==> src/rtl/ps2_pkg.sv <==
// Shared types and scan-code constants for the PS/2 keyboard decoder.
package ps2_pkg;

  typedef enum logic [1:0] {
    ST_IDLE   = 2'd0,
    ST_DATA   = 2'd1,
    ST_PARITY = 2'd2,
    ST_STOP   = 2'd3
  } rx_state_e;

  // Key identity used for typematic repeat suppression
  typedef struct packed {
    logic       ext;
    logic [7:0] code;
  } kb_key_t;

  localparam logic [7:0] SC_EXT   = 8'hE0;
  localparam logic [7:0] SC_BRK   = 8'hF0;
  localparam logic [7:0] SC_RIGHT = 8'h74;
  localparam logic [7:0] SC_LEFT  = 8'h6B;
  localparam logic [7:0] SC_UP    = 8'h75;
  localparam logic [7:0] SC_DOWN  = 8'h72;
  localparam logic [7:0] SC_1     = 8'h16;
  localparam logic [7:0] SC_2     = 8'h1E;

endpackage

==> src/rtl/ps2_rx_link.sv <==
// PS/2 link receiver: synchronizers, ps2_clk glitch filter, frame FSM and
// inter-edge timeout. Emits a byte strobe or an error strobe (same-cycle, comb).
module ps2_rx_link
  import ps2_pkg::*;
#(
  parameter int unsigned FILT        = 4,
  parameter int unsigned TIMEOUT_CYC = 50000
) (
  input  logic       clk,
  input  logic       reset,
  input  logic       ps2_clk,
  input  logic       ps2_data,
  output logic       byte_vld_c,
  output logic       err_c,
  output logic [7:0] rx_byte
);

  localparam int unsigned FCW = (FILT > 1) ? $clog2(FILT) : 1;
  localparam int unsigned TOW = 16;

  logic           clk_s1_q, clk_s2_q, dat_s1_q, dat_s2_q;
  logic           filt_q, filt_d;
  logic [FCW-1:0] filt_cnt_q, filt_cnt_d;
  logic           fall_c, timeout_c;
  rx_state_e      state_q, state_d;
  logic [2:0]     bit_cnt_q, bit_cnt_d;
  logic [7:0]     shift_q, shift_d;
  logic           par_q, par_d;
  logic [TOW-1:0] to_cnt_q, to_cnt_d;

  assign rx_byte = shift_q;

  // Stability filter: accept a new ps2_clk level after FILT equal samples
  always_comb begin
    filt_d     = filt_q;
    filt_cnt_d = '0;
    fall_c     = 1'b0;
    if (clk_s2_q != filt_q) begin
      if (filt_cnt_q == FCW'(FILT - 1)) begin
        filt_d = clk_s2_q;
        fall_c = filt_q;
      end else begin
        filt_cnt_d = filt_cnt_q + 1'b1;
      end
    end
    timeout_c = (state_q != ST_IDLE) && !fall_c &&
                (to_cnt_q == TOW'(TIMEOUT_CYC - 1));
  end

  // FSM state register
  always_ff @(posedge clk or negedge reset) begin
    if (!reset) state_q <= ST_IDLE;
    else        state_q <= state_d;
  end

  // FSM next-state logic
  always_comb begin
    state_d = state_q;
    case (state_q)
      ST_IDLE:   if (fall_c && !dat_s2_q)          state_d = ST_DATA;
      ST_DATA:   if (fall_c && bit_cnt_q == 3'd7) state_d = ST_PARITY;
      ST_PARITY: if (fall_c)                       state_d = ST_STOP;
      ST_STOP:   if (fall_c)                       state_d = ST_IDLE;
      default:                                     state_d = ST_IDLE;
    endcase
    if (timeout_c) state_d = ST_IDLE;
  end

  // FSM outputs and datapath updates
  always_comb begin
    bit_cnt_d  = bit_cnt_q;
    shift_d    = shift_q;
    par_d      = par_q;
    to_cnt_d   = '0;
    byte_vld_c = 1'b0;
    err_c      = 1'b0;
    if (state_q != ST_IDLE) to_cnt_d = fall_c ? '0 : to_cnt_q + 1'b1;
    case (state_q)
      ST_IDLE: if (fall_c) begin
        if (!dat_s2_q) bit_cnt_d = 3'd0;
        else           err_c     = 1'b1;
      end
      ST_DATA: if (fall_c) begin
        shift_d   = {dat_s2_q, shift_q[7:1]};
        bit_cnt_d = bit_cnt_q + 3'd1;
      end
      ST_PARITY: if (fall_c) par_d = dat_s2_q;
      ST_STOP: if (fall_c) begin
        if (dat_s2_q && (^{shift_q, par_q})) byte_vld_c = 1'b1;
        else                                 err_c      = 1'b1;
      end
      default: ;
    endcase
    if (timeout_c) err_c = 1'b1;
  end

  // Synchronizer, filter and datapath registers
  always_ff @(posedge clk or negedge reset) begin
    if (!reset) begin
      clk_s1_q   <= 1'b1;
      clk_s2_q   <= 1'b1;
      dat_s1_q   <= 1'b1;
      dat_s2_q   <= 1'b1;
      filt_q     <= 1'b1;
      filt_cnt_q <= '0;
      bit_cnt_q  <= 3'd0;
      shift_q    <= 8'h00;
      par_q      <= 1'b0;
      to_cnt_q   <= '0;
    end else begin
      clk_s1_q   <= ps2_clk;
      clk_s2_q   <= clk_s1_q;
      dat_s1_q   <= ps2_data;
      dat_s2_q   <= dat_s1_q;
      filt_q     <= filt_d;
      filt_cnt_q <= filt_cnt_d;
      bit_cnt_q  <= bit_cnt_d;
      shift_q    <= shift_d;
      par_q      <= par_d;
      to_cnt_q   <= to_cnt_d;
    end
  end

endmodule

==> src/rtl/ps2_kb_decoder.sv <==
// PS/2 keyboard decoder: link receiver plus E0/F0 protocol layer with
// optional typematic-repeat suppression.
module ps2_kb_decoder
  import ps2_pkg::*;
#(
  parameter int unsigned FILT        = 4,
  parameter int unsigned TIMEOUT_CYC = 50000,
  parameter int unsigned NO_REPEAT   = 1
) (
  input  logic       clk,
  input  logic       reset,
  input  logic       ps2_clk,
  input  logic       ps2_data,
  output logic       NewKB,
  output logic [7:0] KB_DAT,
  output logic       KB_EXT,
  output logic       FRAME_ERR
);

  logic       byte_vld_c, err_c;
  logic [7:0] rx_byte;
  logic       new_kb_q, new_kb_d, frame_err_q, frame_err_d;
  logic [7:0] kb_dat_q, kb_dat_d;
  logic       kb_ext_q, kb_ext_d;
  logic       ext_pend_q, ext_pend_d, brk_pend_q, brk_pend_d;
  kb_key_t    held_q, held_d;
  logic       held_vld_q, held_vld_d;
  kb_key_t    cur_key_c;
  logic       match_c;

  ps2_rx_link #(
    .FILT        (FILT),
    .TIMEOUT_CYC (TIMEOUT_CYC)
  ) u_link (
    .clk        (clk),
    .reset      (reset),
    .ps2_clk    (ps2_clk),
    .ps2_data   (ps2_data),
    .byte_vld_c (byte_vld_c),
    .err_c      (err_c),
    .rx_byte    (rx_byte)
  );

  assign NewKB     = new_kb_q;
  assign KB_DAT    = kb_dat_q;
  assign KB_EXT    = kb_ext_q;
  assign FRAME_ERR = frame_err_q;

  // Protocol layer: prefix tracking, break handling, repeat suppression
  always_comb begin
    new_kb_d    = 1'b0;
    frame_err_d = 1'b0;
    kb_dat_d    = kb_dat_q;
    kb_ext_d    = kb_ext_q;
    ext_pend_d  = ext_pend_q;
    brk_pend_d  = brk_pend_q;
    held_d      = held_q;
    held_vld_d  = held_vld_q;
    cur_key_c   = '{ext: ext_pend_q, code: rx_byte};
    match_c     = (NO_REPEAT != 0) && held_vld_q && (held_q == cur_key_c);
    if (err_c) begin
      frame_err_d = 1'b1;
      ext_pend_d  = 1'b0;
      brk_pend_d  = 1'b0;
    end else if (byte_vld_c) begin
      if (rx_byte == SC_EXT) begin
        ext_pend_d = 1'b1;
      end else if (rx_byte == SC_BRK) begin
        brk_pend_d = 1'b1;
      end else begin
        ext_pend_d = 1'b0;
        brk_pend_d = 1'b0;
        if (brk_pend_q) begin
          if (match_c) held_vld_d = 1'b0;
        end else if (!match_c) begin
          new_kb_d   = 1'b1;
          kb_dat_d   = rx_byte;
          kb_ext_d   = ext_pend_q;
          held_d     = cur_key_c;
          held_vld_d = 1'b1;
        end
      end
    end
  end

  // Protocol and output registers
  always_ff @(posedge clk or negedge reset) begin
    if (!reset) begin
      new_kb_q    <= 1'b0;
      frame_err_q <= 1'b0;
      kb_dat_q    <= 8'h00;
      kb_ext_q    <= 1'b0;
      ext_pend_q  <= 1'b0;
      brk_pend_q  <= 1'b0;
      held_q      <= '0;
      held_vld_q  <= 1'b0;
    end else begin
      new_kb_q    <= new_kb_d;
      frame_err_q <= frame_err_d;
      kb_dat_q    <= kb_dat_d;
      kb_ext_q    <= kb_ext_d;
      ext_pend_q  <= ext_pend_d;
      brk_pend_q  <= brk_pend_d;
      held_q      <= held_d;
      held_vld_q  <= held_vld_d;
    end
  end

endmodule

==> config.mk <==
export PLATFORM = sky130hd
export DESIGN_NAME = ps2_kb_decoder
export DESIGN_NICKNAME = d
export VERILOG_FILES = /design/src/rtl/ps2_pkg.sv /design/src/rtl/ps2_rx_link.sv /design/src/rtl/ps2_kb_decoder.sv
export SDC_FILE = /design/constraint.sdc
export NUM_CORES = 1
export LEC_CHECK = 0
export BUFFER_PORTS_ARGS = -buffer_cell sky130_fd_sc_hd__buf_2
export CAP_MARGIN = 20
export CORE_ASPECT_RATIO = 2
export CORE_MARGIN = 2
export CORE_UTILIZATION = 50
export CTS_CLUSTER_DIAMETER = 100
export DETAILED_ROUTE_END_ITERATION = 8
export HOLD_SLACK_MARGIN = 0.06
export PLACE_DENSITY = 0.71
export RECOVER_POWER = 100
export SLEW_MARGIN = 15
export SYNTH_ARGS = -nofsm -noshare
export SYNTH_HDL_FRONTEND = slang
export SYNTH_SLANG_ARGS = --single-unit
==> constraint.sdc <==
create_clock -name clk -period 2.9 [get_ports clk]
set_input_delay 0.58 -clock clk [delete_from_list [all_inputs] [get_ports clk]]
set_output_delay 0.58 -clock clk [all_outputs]
set_load 0.02 [all_outputs]
; Yosys cells after proc, flatten, opt, wreduce, memory -nomap -nowiden
; Index checks and enable logic that the tools add are counted.
[classes]
addsub = 3
n_eq_ne = 21
muxes = 43
n_bitwise = 5
n_reduce_logical = 22
[ops]
columns = op, count
row1 = 16-bit two-way mux, 2
row2 = 1-bit two-way mux, 28
row3 = 16-bit by 1-bit adder with 16-bit output (second input constant), 1
row4 = 16-bit equality test (second input constant), 1
row5 = 8-bit equality test (second input constant), 2
row6 = 2-bit two-way mux, 7
row7 = 3-bit by 1-bit != test with 1-bit output (second input constant), 4
row8 = 6-bit AND reduction, 2
row9 = 2-bit AND reduction, 5
row10 = 9-bit equality test, 1
row11 = 3-bit two-way mux, 3
row12 = 9-bit parity, 1
row13 = 2-bit one-hot mux with 4 select lines, 1
row14 = 4-bit AND reduction, 2
row15 = 2-bit equality test (second input constant), 3
row16 = 1-bit logical AND, 6
row17 = 2-bit by 1-bit != test with 1-bit output (second input constant), 3
row18 = 2-bit != test (second input constant), 3
row19 = 3-bit one-hot mux with 2 select lines, 1
row20 = 2-bit nonzero test, 3
row21 = 1-bit NOT, 5
row22 = 3-bit by 1-bit adder with 3-bit output (second input constant), 1
row23 = 3-bit equality test (second input constant), 1
row24 = 3-bit != test (second input constant), 1
row25 = other kinds (6), 7
[word_totals]
regBits = 51
inputBits = 4
out_inout_bits = 11
word_cells = 112

; Logic depth before layout (Yosys ltp)
; Gate-level depths: netlist (run 1).
[logic_depth]
word_depth = 9
mapped_depth = 8
ltp_nobuf = 6

; Hierarchy
; A second synthesis (run 1) with hierarchy kept.
[hier_totals]
cells_unflattened = 216
area_unflattened_um2 = 2476.1
[modules_own_cells]
columns = module, instances, cells_each, area_per_inst_um2, seq_area_each_um2
row1 = ps2_rx_link, 1, 158, 1789.2, 932.1
row2 = ps2_kb_decoder, 1, 58, 686.9, 350.3

; Worst setup path after synthesis (run 1)
; OpenSTA, ideal clock, no wires.
[synth_timing]
kind = register -> register
from = register u_link.shift_q[4], in the netlist u_link.rx_byte[4]
to = register held_q[0] in the netlist's numbering
setup_ns = 0.125
t_arrival_ns = 1.930
required_time_ns = 2.775
path_slack_ns = 0.845
stages_incl_launch_ff = 8
n_path_buf = 2
period_less_slack_ns = 2.055
path_cell_list = dfrtp_1 buf_6 xnor2_1 xnor3_2 xnor2_2 and3_1 buf_6 mux2_4
[synth_between]
elab_chain_len = 8
word_cells_on_any_way = 18
classes_between = eq/ne: 3 / mux: 7 / bitwise: 4 / reduce/logical: 4
[synth_rtl]
columns = item, line
row1 = start: declaration, ps2_rx_link.sv:27  ; logic [7:0] shift_q, shift_d;
row2 = start signal: assignment, ps2_rx_link.sv:118  ; shift_q <= shift_d;
row3 = 9-bit parity, ps2_rx_link.sv:89  ; if (dat_s2_q && (^{shift_q, par_q})) byte_vld_c = 1'b1;
row4 = 1-bit logical AND, ps2_rx_link.sv:89
row5 = 1-bit two-way mux, ps2_rx_link.sv:89
row6 = 1-bit two-way mux, ps2_rx_link.sv:88  ; ST_STOP: if (fall_c) begin
row7 = 1-bit one-hot mux with 2 select lines, ps2_rx_link.sv:78  ; case (state_q)
row8 = 1-bit two-way mux, ps2_rx_link.sv:94  ; if (timeout_c) err_c = 1'b1;
row9 = 1-bit NOT (no line), --
row10 = 6-bit AND reduction (no line) (*), --
row11 = end signal: assignment, ps2_kb_decoder.sv:104  ; held_q <= held_d;
row12 = end: declaration, ps2_kb_decoder.sv:26  ; kb_key_t held_q, held_d;
; Mark *: on every way between the ends. The rest lies on a longest branch, timed or not.
; A chain may end at the register's enable or synchronous reset.

; Worst setup path in the final report (run 1)
[layout_timing]
from = register u_link.shift_q[4], in the netlist u_link.rx_byte[4]
to = register held_q[8] in the netlist's numbering
; Same word-level chain as after synthesis.

==> flow_summary.json, run 1 <==
{
  "status": "completed",
  "maxClockFrequency_mhz": 390,
  "layout_commonest_cell": "dfrtp_1",
  "ctsLongestPathBuffers": 2,
  "vias": 1590,
  "htreeDepth": 2,
  "syn_avg_cell_area_um2": 12.1,
  "dpl.hpwl_mm": 3.29,
  "grt_busiest_layer": "met2",
  "worstPathRequired_ns": 3.08,
  "grt_use_met2": 0.341,
  "viasPerCell": 5.64,
  "setup-tns-final_ns": 0,
  "grt_use_met1": 0.187,
  "place.gp.congestion": 0.769,
  "fin_crit_sh": 0.885,
  "io_buffer_count": 14,
  "wl_per_cell_um": 15.9,
  "synth_top_family_by_area": "simple AND/OR/NAND/NOR gates",
  "cts_buffers": 5,
  "maxSlewHeadroom": 0.189,
  "die_w_um": 53.7,
  "leakage_nw": 1.26,
  "ios": 15,
  "r2r_slack_ns": 0.33,
  "grt_pass1_vias": 1663,
  "drive_gt1_frac": 0.164,
  "cts_resized": 0,
  "synth_warnings": 0,
  "post_cts_buffers": 0,
  "crit_fanout": 10,
  "r2r_start": "u_link.rx_byte[4]",
  "skew_ns": 0.00815,
  "tightest_slew_ns": 1.22,
  "nets": 238,
  "clock_sinks": 51,
  "hp-start": "u_link.dat_s1_q",
  "syn-cell-area_mm2": 0.00247,
  "peakVddDrop_mv": 0.454,
  "num_antenna_cells": 0,
  "critical_path_class": "register to register",
  "yosys.area_share.adder": 0.0506,
  "p_per_area_mw_per_mm2": 621,
  "stdcell_count": 282,
  "drc": 0,
  "drtPass1Iterations": 4,
  "whs_path_depth": 0,
  "clk_latency_ns": 0.30,
  "synth_simple_gate_area_frac": 0.143,
  "holdBufCountCts": 0,
  "seq_area_frac_synth": 0.518,
  "startpoint": "u_link.rx_byte[4]",
  "crit_arrival_ns": 2.75,
  "cp-end-kind": "register",
  "initial_core_util": 0.513,
  "track_usage": 0.186,
  "cts_tree": "done",
  "worst_hold_path.endpoint": "u_link.dat_s2_q",
  "crit_path_start_kind": "register",
  "antenna_left": 0,
  "areaGrowthSynthToFinish_pct": 7.44,
  "met3_usage": 0.0316,
  "antenna_found_initial": 0,
  "holdWs_ns": 0.358,
  "finalSetupViolations": 0,
  "r2r-end": "held_q[8]",
  "synth_compound_area_frac": 0.0541,
  "syn_nets": 219,
  "dieHeight_um": 103,
  "synthMuxAreaShare": 0.109,
  "root_buffer": "clkbuf_8",
  "rows": 36,
  "final-hold-violation-count": 0,
  "clk_pin_slew_ns": 0.09,
  "syn_inst": 205,
  "grt_pass1_wl_mm": 7.44,
  "rsz0062_at_grt": "false",
  "grt_max_degree": 52,
  "final_cell_mix": "dfrtp_1 (46), nor2_1 (17), xor2_1 (15)",
  "final_max_slew_viol_count": 0,
  "hp-class": "register to register",
  "dieArea_mm2": 0.00556,
  "fin_crit_ns": 2.57,
  "dp_cells": 274,
  "wirelength_mm": 4.48,
  "ys_types": 37,
  "synth-seq-cells": 51,
  "drv_cap": 0,
  "coreArea_mm2": 0.00482,
  "overflow": 0,
  "drt_iter0_markers": 23,
  "yosys.area_share.xor_xnor": 0.108,
  "worstRegToRegCells": 5
}
-- metal layers --
| metal | vias to the layer above | share of wire |
|---|---|---|
| met5 | - | 0 |
| met1 | 786 | 0.36 |
| met2 | 26 | 0.58 |
| met4 | 0 | 0.038 |
| met3 | 16 | 0.022 |
| li1 | 762 | - |
-- area by class of cell --
| class | instances | area [µm²] |
|---|---|---|
| fill | 419 | 2160 |
| clock buffer | 8 | 100 |
| inverter | 4 | 15.0 |
| sequential | 51 | 1280 |
| tap | 57 | 71.3 |
| multi-input combinational | 147 | 1130 |
| timing repair buffer | 15 | 61.3 |
-- logic make-up after synthesis --
family,after synthesis
mux,21
fa+ha+maj,10
flops,51
simple gates,67
buf+inv,7
compound gates,21
xor+xnor,28
-- Yosys cell counts, drive strengths merged --
cell     instances  share of area
nand4            4          0.010
o21ai            7          0.014
mux2            21           0.11
a31oi            2         0.0051
clkbuf           1         0.0015
ha              10          0.051
nor3             8          0.016
nand2            8          0.012
nor2            17          0.026
a21oi            5          0.010
nor2b            2         0.0051
xor2            15          0.053
and3b            2         0.0076
o21a             1         0.0030
xnor2           12          0.046
nand4b           1         0.0035
nand3b           1         0.0030
a31o             1         0.0035
nand4bb          1         0.0046
o32ai            1         0.0035
or3              4          0.010
and2             2         0.0051
buf              2         0.0091
and3             3         0.0076
a22o             2         0.0071
nor4             5          0.013
nand2b           2         0.0051
inv              4         0.0061
a21bo            1         0.0040
dfrtp           46           0.47
dfstp            5          0.053
nand3            7          0.014
xnor3            1         0.0096
o2111ai          1         0.0035
-- report_power, final --
group	switching, W	internal [W]	total [W]
sequential	0.0000593	0.000785	0.000845
clock	0.000222	0.000218	0.000440
combinational	0.000216	0.000150	0.000367
total	0.000498	0.00115	0.00165
-- state kept, by name, indices dropped and copies added (netlist names), 2 cells and up --
signal,flops
u_link.bit_cnt_q,3
u_link.filt_cnt_q,2
held_q,9
u_link.state_q,2
u_link.to_cnt_q,16
u_link.rx_byte,8
-- metrics by stage --
step	util	setup slack, ns	instance area, µm²	power, W
3_5_place_dp	0.541	0.451	2610	0.00124
4_1_cts	0.562	0.414	2710	0.00168
6_report	0.551	0.333	2660	0.00165
2_1_floorplan	-	0.845	2470	0.00114
5_1_grt	0.551	0.174	2660	0.00176
3_3_place_gp	0.541	0.514	2610	0.00123
-- critical path, cell delays in order, from the launching register on --
cell     delay [ns]
dfrtp_1        0.48
xnor2_1        0.17
xnor3_2        0.44
xnor2_1        0.38
and3_1         0.59
mux2_1         0.38
-- worst max-delay path by stage --
stage / cells after the start / to / slack [ns]
global route: 5 / held_q[8] / 0.17
CTS: 5 / held_q[8] / 0.41
detailed placement: 5 / held_q[7] / 0.45
floorplan: 7 / held_q[0] / 0.84
global placement: 5 / held_q[6] / 0.51
finish: 5 / held_q[8] / 0.33
No activity file was read; power rests on OpenSTA's default activity.
==> inputs of run 2 (changes only) <==
--- a/config.mk
+++ b/config.mk
@@ -15,7 +15,8 @@
 export HOLD_SLACK_MARGIN = 0.06
 export PLACE_DENSITY = 0.71
 export RECOVER_POWER = 100
-export SLEW_MARGIN = 15
+export REMOVE_ABC_BUFFERS = 1
 export SYNTH_ARGS = -nofsm -noshare
 export SYNTH_HDL_FRONTEND = slang
 export SYNTH_SLANG_ARGS = --single-unit
+export TNS_END_PERCENT = 50
==> run 2 against run 1 <==
  * Wire length shrank 0.27%
  * Sequential cell count unchanged
  * Clock-buffer cell count stayed put
  * Sequential share of layout area up 0.091 points
  * Global-route usage decreased by 0.46 points
  * Largest cell class unchanged
  * Fmax grew 6.9%
  * Via count shrank 0.88%
  * Die area unchanged
  * Clock skew fell by 0.0033 ns
  * Combinational power decreased by 2%
==> flow_summary.json, run 2 (same netlist as run 1, synthesis figures left out) <==
{
  "cp_slowest_cell": "dfrtp_1",
  "worstPathRequired_ns": 3.08,
  "coreArea_mm2": 0.00482,
  "grt_pass1_wl_mm": 7.25,
  "crit_top_cell": "xnor2_1",
  "cts_resized": 0,
  "finalSetupViolations": 0,
  "worst-path-stages": 6,
  "rsz0062_at_grt": "false",
  "r2r-end": "held_q[7]",
  "io_buffer_count": 14,
  "worst_slack_ns": 0.498,
  "power_switching_w": 0.000496,
  "internal_power_w": 0.00115,
  "rows": 36,
  "power_w": 0.00165,
  "status": "completed",
  "antenna_found_initial": 0,
  "antenna_left": 0,
  "cts_buffers": 5,
  "wl_per_cell_um": 15.7,
  "largest_reg_flops": 16,
  "fin_crit_sh": 0.828,
  "fin_crit_ns": 2.40,
  "peakVddDrop_mv": 0.362,
  "drtPass1Iterations": 4,
  "startpoint": "u_link.rx_byte[6]",
  "power_frac_clock": 0.269,
  "track_usage": 0.181,
  "nets": 240,
  "skew_ns": 0.00486,
  "crit_path_start_kind": "register",
  "clock_sinks": 51,
  "final_cell_mix": "dfrtp_1 (46), nor2_1 (17), xor2_1 (15), clkbuf_1 (15)",
  "num_antenna_cells": 0,
  "cpPeakStageDelay_ns": 0.45,
  "cp-end-kind": "register",
  "final-hold-violation-count": 0,
  "drive_gt1_frac": 0.145,
  "die_w_um": 53.7,
  "hp-class": "register to register",
  "overflow": 0,
  "drt_iter0_markers": 47,
  "swShare": 0.301,
  "drv_cap": 0,
  "ctsLongestPathBuffers": 2,
  "post_cts_buffers": 0,
  "r2r_start": "u_link.rx_byte[6]",
  "holdWs_ns": 0.359,
  "vias": 1576,
  "drc": 0,
  "dieArea_mm2": 0.00556,
  "p_seq_frac": 0.513,
  "crit_end": "held_q[7]",
  "dpl.hpwl_mm": 3.42,
  "p_per_area_mw_per_mm2": 621,
  "r2r_slack_ns": 0.50,
  "wirelength_mm": 4.47,
  "clk_latency_ns": 0.30,
  "maxSlewHeadroom": 0.198,
  "tightest_slew_ns": 1.20,
  "crit_chain": "xnor2_1 > xnor3_2 > xnor2_1 > and3_1 > clkbuf_2 > mux2_1",
  "worstPathBufferInverterCount": 1,
  "dieHeight_um": 103,
  "regMostFlops": "u_link.to_cnt_q",
  "clk_pin_slew_ns": 0.09,
  "grt_pass1_vias": 1636,
  "maxClockFrequency_mhz": 416,
  "power_frac_comb": 0.218,
  "htreeDepth": 2,
  "setup-tns-final_ns": 0,
  "root_buffer": "clkbuf_8",
  "initial_core_util": 0.513,
  "worstRegToRegCells": 6,
  "cts_tree": "done",
  "place.gp.congestion": 0.809,
  "final_max_slew_viol_count": 0,
  "critPathTopFamily": "XOR/XNOR gates",
  "crit_fanout": 10,
  "post-place-ws_ns": 0.699,
  "grt_max_degree": 25,
  "viasPerCell": 5.55,
  "ios": 15,
  "areaGrowthSynthToFinish_pct": 7.23,
  "leakage_nw": 1.27,
  "layout_commonest_cell": "dfrtp_1",
  "critical_path_class": "register to register",
  "crit_arrival_ns": 2.58,
  "holdBufCountCts": 0
}
## run 2: cell types whose count changed in the layout (fill, tap and decap cells not counted), sizes merged
cell,delta
buf,-1
clkbuf,+3
## run 2: metal layers
metal | up-vias | share of wire | global-route usage
met1 | 783 | 0.36 | 0.168
li1 | 762 | - | -
met2 | 20 | 0.58 | 0.350
met3 | 11 | 0.021 | 0.0359
met5 | - | 0 | 0
met4 | 0 | 0.034 | 0.0868
## run 2: how the worst min path moves through the flow
stage	startpoint	to	slack, ns	cells past startpoint
final	u_link.dat_s1_q	u_link.dat_s2_q	0.36	0
after detailed placement	u_link.dat_s1_q	u_link.dat_s2_q	0.35	0
after global placement	u_link.clk_s1_q	u_link.clk_s2_q	0.35	0
after global routing	ps2_clk	u_link.clk_s1_q	0.36	1
after CTS	reset	held_q[4]	0.26	1
after floorplan	reset	FRAME_ERR	0.28	0
## run 2: final cells by class
type                    instances  area (µm²)
clock buffers                   8         100
fillers                       424        2170
well taps                      57        71.3
inverters                       4        15.0
multi-input cells             147        1120
repair buffers                 17        67.6
flip-flops and latches         51        1280
## run 2: power groups by stage
stage | Sequential [W] | Combinational (W) | Clock [W]
floorplan | 0.000844 | 0.000287 | 0
global placement | 0.000858 | 0.000373 | 0
detailed placement | 0.000858 | 0.000379 | 0
CTS | 0.000845 | 0.000380 | 0.000454
global route | 0.000855 | 0.000411 | 0.000478
finish | 0.000845 | 0.000360 | 0.000443
## run 2: worst register-to-register path, delay by kind of cell (launching register included)
family | cells | cell delay [ns]
AND/OR/NAND/NOR | 1 | 0.22
XOR/XNOR | 3 | 0.99
flip-flops | 1 | 0.45
multiplexers | 1 | 0.37
buffers and inverters | 1 | 0.26
## run 2: per-stage QoR
stage	area [µm²]	cells	utilization
floorplan	2450	202	-
global placement	2610	276	0.542
detailed placement	2610	276	0.542
CTS	2710	284	0.563
global route	2650	284	0.550
finish	2650	284	0.550
